## src/rtl/seg_scan_decoder.sv

```systemverilog
// seg_scan_decoder: snoops a multiplexed 4-digit seven-segment drive bus,
// samples each digit once its select has settled, decodes the pattern back
// to a hex nibble and commits a 16-bit value after STABLE_FRAMES identical
// error-free frames.
// Optional feature macro: SEGDEC_ERRCNT_EN adds err_count / err_clr, a
// saturating count of illegal samples with a synchronous clear.
module seg_scan_decoder #(
  parameter int unsigned SETTLE_CYC    = 4,  // 1..255
  parameter int unsigned STABLE_FRAMES = 2   // 1..15
) (
  input  logic        clk,
  input  logic        rst,
  input  logic [6:0]  seg,
  input  logic [3:0]  dig_sel,
`ifdef SEGDEC_ERRCNT_EN
  input  logic        err_clr,
  output logic [7:0]  err_count,
`endif
  output logic [15:0] value,
  output logic        valid,
  output logic        upd_stb,
  output logic        err_stb
);

  localparam logic [8:0] SETTLE_W = 9'(SETTLE_CYC);
  localparam logic [3:0] STABLE_W = 4'(STABLE_FRAMES);

  logic [3:0]       sel_q;
  logic [7:0]       cnt_q, cnt_d;
  logic [3:0][3:0]  buf_q, buf_d;
  logic [3:0]       mask_q, mask_d;
  logic             bad_q, bad_d;
  logic [3:0]       match_q, match_d;
  logic [15:0]      prev_q, prev_d;
  logic             pend_q, pend_d;
  logic             err_q, err_d;
  logic [15:0]      value_q;
  logic             valid_q, upd_q;

  logic             sel_onehot;
  logic [8:0]       run_w;
  logic             sample_w;
  logic [1:0]       slot_w;
  logic [3:0]       nib_w;
  logic             nib_ok_w;
  logic             frame_done;

  // Segment pattern back to nibble; anything off the table is illegal.
  always_comb begin
    nib_ok_w = 1'b1;
    nib_w    = 4'h0;
    case (seg)
      7'b1111110: nib_w = 4'h0;
      7'b0110000: nib_w = 4'h1;
      7'b1101101: nib_w = 4'h2;
      7'b1111001: nib_w = 4'h3;
      7'b0110011: nib_w = 4'h4;
      7'b1011011: nib_w = 4'h5;
      7'b1011111: nib_w = 4'h6;
      7'b1110000: nib_w = 4'h7;
      7'b1111111: nib_w = 4'h8;
      7'b1110011: nib_w = 4'h9;
      7'b1110111: nib_w = 4'hA;
      7'b0011111: nib_w = 4'hB;
      7'b1001110: nib_w = 4'hC;
      7'b0111101: nib_w = 4'hD;
      7'b1001111: nib_w = 4'hE;
      7'b1000111: nib_w = 4'hF;
      default:    nib_ok_w = 1'b0;
    endcase
  end

  // Dwell tracking: run_w is the number of consecutive cycles, including this
  // one, that the current legal select has been seen. One sample per dwell,
  // taken when the run hits SETTLE_CYC; the counter then parks at SETTLE_CYC.
  always_comb begin
    sel_onehot = (dig_sel != 4'b0000) && ((dig_sel & (dig_sel - 4'b0001)) == 4'b0000);
    run_w      = (dig_sel == sel_q) ? ({1'b0, cnt_q} + 9'd1) : 9'd1;
    sample_w   = sel_onehot && (run_w == SETTLE_W);
    if (!sel_onehot)
      cnt_d = 8'd0;
    else if (run_w >= SETTLE_W)
      cnt_d = SETTLE_W[7:0];
    else
      cnt_d = run_w[7:0];
    slot_w = 2'd0;
    case (dig_sel)
      4'b0010: slot_w = 2'd1;
      4'b0100: slot_w = 2'd2;
      4'b1000: slot_w = 2'd3;
      default: slot_w = 2'd0;
    endcase
  end

  // Frame assembly and evaluation. Evaluation sees the completed frame from
  // the registers, so a sample landing in the same cycle goes into the
  // freshly cleared mask without disturbing it.
  always_comb begin
    buf_d      = buf_q;
    mask_d     = mask_q;
    bad_d      = bad_q;
    match_d    = match_q;
    prev_d     = prev_q;
    pend_d     = 1'b0;
    err_d      = 1'b0;
    frame_done = (mask_q == 4'b1111);
    if (frame_done) begin
      mask_d = 4'b0000;
      bad_d  = 1'b0;
      if (bad_q) begin
        match_d = 4'd0;
      end else begin
        if (buf_q == prev_q)
          match_d = (match_q >= STABLE_W) ? STABLE_W : (match_q + 4'd1);
        else
          match_d = 4'd1;
        prev_d = buf_q;
        pend_d = (match_d == STABLE_W);
      end
    end
    if (sample_w) begin
      buf_d[slot_w]  = nib_w;
      mask_d[slot_w] = 1'b1;
      if (!nib_ok_w) begin
        bad_d = 1'b1;
        err_d = 1'b1;
      end
    end
  end

  // State registers, plus the commit stage one cycle behind evaluation.
  always_ff @(posedge clk or posedge rst) begin
    if (rst) begin
      sel_q   <= 4'b0000;
      cnt_q   <= 8'd0;
      buf_q   <= '0;
      mask_q  <= 4'b0000;
      bad_q   <= 1'b0;
      match_q <= 4'd0;
      prev_q  <= 16'h0000;
      pend_q  <= 1'b0;
      err_q   <= 1'b0;
      value_q <= 16'h0000;
      valid_q <= 1'b0;
      upd_q   <= 1'b0;
    end else begin
      sel_q   <= dig_sel;
      cnt_q   <= cnt_d;
      buf_q   <= buf_d;
      mask_q  <= mask_d;
      bad_q   <= bad_d;
      match_q <= match_d;
      prev_q  <= prev_d;
      pend_q  <= pend_d;
      err_q   <= err_d;
      upd_q   <= 1'b0;
      if (pend_q) begin
        value_q <= prev_q;
        valid_q <= 1'b1;
        upd_q   <= !valid_q || (prev_q != value_q);
      end
    end
  end

  assign value   = value_q;
  assign valid   = valid_q;
  assign upd_stb = upd_q;
  assign err_stb = err_q;

`ifdef SEGDEC_ERRCNT_EN
  logic [7:0] errcnt_q;

  // Saturating illegal-sample counter; clear wins over a coincident error.
  always_ff @(posedge clk or posedge rst) begin
    if (rst)
      errcnt_q <= 8'd0;
    else if (err_clr)
      errcnt_q <= 8'd0;
    else if (err_q && (errcnt_q != 8'hFF))
      errcnt_q <= errcnt_q + 8'd1;
  end

  assign err_count = errcnt_q;
`endif

endmodule

```

## config.mk

```make
export PLATFORM = sky130hd
export DESIGN_NAME = seg_scan_decoder
export DESIGN_NICKNAME = d
export VERILOG_FILES = /design/src/rtl/seg_scan_decoder.sv
export SDC_FILE = /design/constraint.sdc
export NUM_CORES = 1
export LEC_CHECK = 0
export BUFFER_PORTS_ARGS = -buffer_cell sky130_fd_sc_hd__buf_2
export CORE_AREA = 4 4 109 91
export DETAILED_ROUTE_END_ITERATION = 16
export DIE_AREA = 0 0 113 95
export GPL_TIMING_DRIVEN = 0
export PLACE_DENSITY = 0.64
export SYNTH_ARGS = -nofsm -noshare
export SYNTH_HDL_FRONTEND = slang
export SYNTH_SLANG_ARGS = --single-unit
```

## constraint.sdc

```tcl
create_clock -name clk -period 2.2 [get_ports clk]
set_input_delay 0.44 -clock clk [delete_from_list [all_inputs] [get_ports clk]]
set_output_delay 0.44 -clock clk [all_outputs]
set_load 0.005 [all_outputs]
```

After elaboration in Yosys (flattened, before gate mapping)
Cells that the tools add are included.
Word-level totals
  bits in registers: 73
  bits of input ports: 13
  word-level logic and storage cells: 85
Operators by class
  reduce and logical (&&, ||, !) cells: 9
  $add $sub $neg: 3
  $lt $le $gt $ge: 4
  mux-type cells: 26
  equality and inequality tests: 25
  bitwise gates (word level): 3
Operators with widths (count)
  $eq A7 B7 Y1 const B: 12
  $pmux W4 S15: 1
  $mux W4: 8
  $eq A7 B6 Y1 const B: 3
  $bwmux W16: 1
  $eq A16 B16 Y1: 1
  $mux W8: 2
  $ne A16 B16 Y1: 1
  $reduce_or A16 Y1: 1
  $mux W1: 10
  $add A8 B1 Y9 const B: 1
  $eq A9 B3 Y1 const B: 1
  $ge A9 B3 Y1 const B: 1
  $mux W9: 1
  $demux W4 S2: 1
  $eq A4 B2 Y1 const B: 2
  $eq A4 B4 Y1 const B: 2
  $eq A7 B5 Y1 const B: 1
  $pmux W2 S3: 1
  $add A4 B1 Y4 const B: 1
  $and A4 B4 Y4: 1
  $eq A4 B3 Y1 const B: 1
  $eq A4 B4 Y1: 1
  $ge A4 B2 Y1 const B: 1
  12 further kinds: 14

Longest topological paths before layout
  depth after elaboration: 8
  gate-level depth with buffers: 7
  depth with buffers taken out: 6

Least setup slack after synthesis
OpenSTA, ideal clock, no wires.
  path type: register -> register
  from: register cnt_q[0]
  to: register buf_q[4] (netlist name)
  data arrival time: 2108 ps
  cell stages (with the launch flop): 8
  clock period less this slack: 2233 ps
  library setup time: 125 ps
  data required time: 2075 ps
  slack: -33 ps
  cells stage by stage: dfrtp_1 ha_1 a21o_1 a2111o_1 o311ai_4 and4_1 buf_6 mux2_4
Between the ends
  cells in the longest elaborated chain, start to end: 4
Ends and longest elaborated chain
  start: declaration: RTL line 29  | logic [7:0] cnt_q, cnt_d;
  start signal: assignment: RTL line 148  | cnt_q <= cnt_d;
  $add A8 B1 Y9: RTL line 78  | run_w = (dig_sel == sel_q) ? ({1'b0, cnt_q} + 9'd1) : 9'd1;
  $mux W9: RTL line 78
  $eq A9 B3 Y1: RTL line 79  | sample_w = sel_onehot && (run_w == SETTLE_W);
  $logic_and A1 B1 Y1: RTL line 79
  end signal: assignment: RTL line 149  | buf_q <= buf_d;
  end: declaration: RTL line 30  | logic [3:0][3:0] buf_q, buf_d;
Every way passes these cells.
A chain may end at the register's enable or synchronous reset.

Worst setup path after layout
  from: register cnt_q[1]
  to: register buf_q[7] (netlist name)
Same word-level chain as after synthesis.

==> impl_metrics.py <==
metrics = {
    "outcome": {
        "status": "finished, violations left",
        "violations": "setup timing",
    },
    "setup_path": {
        "crit_chain": "buf_4, and4_1, a2111oi_2, or3_4, and4_1, buf_6, mux2_4",
        "crit_top_cell": "and4_1",
        "critPathArrivalTime_ns": 2.43,
        "rr_startpoint": "cnt_q[1]",
        "r2r-end": "buf_q[7]",
        "crit_buf_inv": 2,
        "r2r_cells": 7,
        "cp.required_ns": 2.43,
        "critPathSlowestCell": "dfrtp_2",
        "crit_path_start": "cnt_q[1]",
        "cp_max_fo": 5,
        "critPathCapture": "buf_q[7]",
        "worst_path_dominant_cell_family": "simple AND/OR/NAND/NOR gates",
        "worstSetupEndpointType": "flop",
        "crit_type": "flop to flop",
        "cpPeakStageDelay_ns": 0.43,
        "cp_num_cells": 7,
        "reg2reg_slack_ns": -0.003,
        "start_kind": "flop",
    },
    "synth": {
        "yosysUniqueCellTypes": 58,
        "syn_area_sq_um": 3800,
        "synth_cells": 324,
        "async_reset_ff_frac": 1.00,
        "ys_warn_count": 0,
        "ys.flop_type": "dfrtp_1",
        "syn_area_per_cell_sq_um": 11.7,
        "synth-seq-cells": 73,
        "synth-edff-count": 0,
        "seq_area_frac_synth": 0.481,
    },
    "route": {
        "viasPerCell": 5.32,
        "avgRoutedWirePerCell_um": 15.2,
        "ant_nets": 0,
        "vias": 2640,
        "drtIter0Drc": 130,
        "routed_wl_um": 7540,
        "dr.pass1.iters": 4,
        "drc": 0,
    },
    "cells_and_area": {
        "antenna_cells": 0,
        "final_common_cell": "dfrtp_1",
        "area_delta_synth_final_pct": 17.1,
        "final_cell_mix": "dfrtp_1, mux2_2, buf_2, nand2_1, xnor2_1",
        "drive_gt1_frac": 0.323,
        "final_util": 0.505,
        "nNetsFinal": 392,
    },
    "hold_path": {
        "hp-class": "input port to asynchronous set/reset pin",
    },
    "timing": {
        "drv_slew": 0,
        "finalCritPeriodShare": 1.00,
        "setup_violations": 1,
        "hold_viol": 0,
        "fmax_mhz": 454,
        "worst_pin_slew_ns": 0.745,
        "finalCriticalPeriod_ns": 2.20,
        "rsz0062_at_grt": "yes",
        "fin_skew_ns": 0.0155,
        "tns_ns": -0.00327,
        "relSlewSlack": 0.502,
        "setup_slack_ns": -0.00327,
    },
    "floorplanning": {
        "ios": 32,
        "start_util": 0.432,
        "num_rows": 31,
        "fp.dieH_um": 95,
        "dieArea_sq_um": 10700,
        "core_area_sq_um": 8800,
        "die_w_um": 113,
    },
    "global_route": {
        "antenna_found_initial": 0,
        "overflow": 0,
        "grt_usage": 0.149,
        "grt_max_degree": 43,
        "grt_pass1_vias": 2612,
        "grt_first_pass_wirelength_um": 12700,
    },
    "place": {
        "dpl.hpwl_um": 5410,
        "gp_congestion": 0.831,
        "numPortBuffers": 29,
    },
    "cts": {
        "h-tree-depth": 3,
        "cts_buffers": 9,
        "clk_pin_slew_ns": 0.09,
        "cts_buffer_depth": 2,
        "clock_latency_ns": 0.35,
        "cts-root-buf": "clkbuf_8",
        "cts_sinks": 73,
        "cts-hold-fix-buffers": 0,
        "cts_tree": "built",
    },
    "run": {
        "maxCapViolCount": 0,
    },
    "power": {
        "powerDensity_nw_per_um2": 605,
        "p_leak_nw": 2.17,
        "ir_drop_mv": 0.323,
    },
}
[stage by stage]
step                      hold WS [ns]  instances  setup slack, ns  total power (W)  cell area [sq um]
after global routing             0.196        496           -0.104          0.00281               4450
final                            0.211        496         -0.00327          0.00269               4450
after CTS                        0.192        494          0.00674          0.00273               4410
after floorplan                  0.447        328           0.0186          0.00150               3830
after global placement           0.459        472           -0.161          0.00154               4120
after detailed placement         0.461        473           -0.207          0.00155               4140
[worst reg2reg max path: cells and delay by family (launching register included)]
family	cells	cell delay [ns]
AO/OA/AOI/OAI	1	0.41
buffers and inverters	2	0.30
flip-flops	1	0.43
multiplexers	1	0.30
AND/OR/NAND/NOR	3	0.65
[repair_timing]
action | 4_1_cts | 5_1_grt
endpoints found under the setup margin | 16 | 13
pin swaps | 3 | 1
buffers inserted | 5 | 2
gates resized for setup | 4 | 4
[area by class of cell]
class	instances	area, sq um
timing repair buffer	37	221
multi-input combinational	228	1910
tap	115	144
inverter	10	41.3
sequential	73	1830
buffer	17	83.8
fill	791	4360
clock buffer	10	128
clock inverter	6	90.1
[worst min-delay path by stage]
stage	startpoint	end	slack [ns]
after floorplan	mask_q[0]	mask_q[0]	0.45
after global placement	mask_q[2]	mask_q[2]	0.46
after detailed placement	valid	upd_stb	0.46
after CTS	dig_sel[1]	sel_q[1]	0.19
after global routing	dig_sel[2]	sel_q[2]	0.20
final	rst	buf_q[9]	0.21
[power breakdown]
group          total [W]  internal, W  switching (W)
registers        0.00136      0.00135      0.0000125
logic           0.000171    0.0000606       0.000111
clock network    0.00115     0.000643       0.000512
total            0.00269      0.00206       0.000635
[Yosys cell counts (6+ instances only)]
master | count | share of area
nand3_1 | 7 | 0.0092
mux2_2 | 41 | 0.12
inv_1 | 10 | 0.0099
nor2_1 | 8 | 0.0079
nor3_1 | 6 | 0.0079
clkbuf_1 | 9 | 0.0089
o21ai_0 | 6 | 0.0079
xor2_1 | 18 | 0.041
nor4_1 | 9 | 0.015
dfrtp_1 | 73 | 0.48
nand2_1 | 22 | 0.022
nand4_1 | 7 | 0.012
nand2b_1 | 6 | 0.0099
xnor2_1 | 21 | 0.048
[layer usage]
layer / vias to the layer above / part of all wire / global-route usage
met1: 1299 / 0.48 / 0.203
met4: 0 / 0.0093 / 0.0390
met5: - / 0 / 0
met3: 8 / 0.039 / 0.0391
met2: 58 / 0.47 / 0.238
li1: 1275 / - / -
[logic make-up (layout without fill, tap and decap cells)]
logic type | count (synthesis) | in the layout | synth area share
and+or+nand+nor | 94 | 94 | 0.152
DFF | 73 | 73 | 0.481
muxes | 49 | 49 | 0.149
xor gates and xnor gates | 39 | 39 | 0.0899
AOI/OAI and AO/OA | 38 | 38 | 0.0853
buffers and inverters | 27 | 80 | 0.0319
adders and majority gates | 3 | 3 | 0.00988
other | 1 | 5 | 0.000987
[state kept, by name (all words and copies together) (netlist names)]
register,cells
mask_q,4
buf_q,16
cnt_q,8
prev_q,16
match_q,4
valid,1
bad_q,1
upd_stb,1
pend_q,1
value,16
sel_q,4
err_stb,1
No activity file was read; power rests on OpenSTA's default activity.
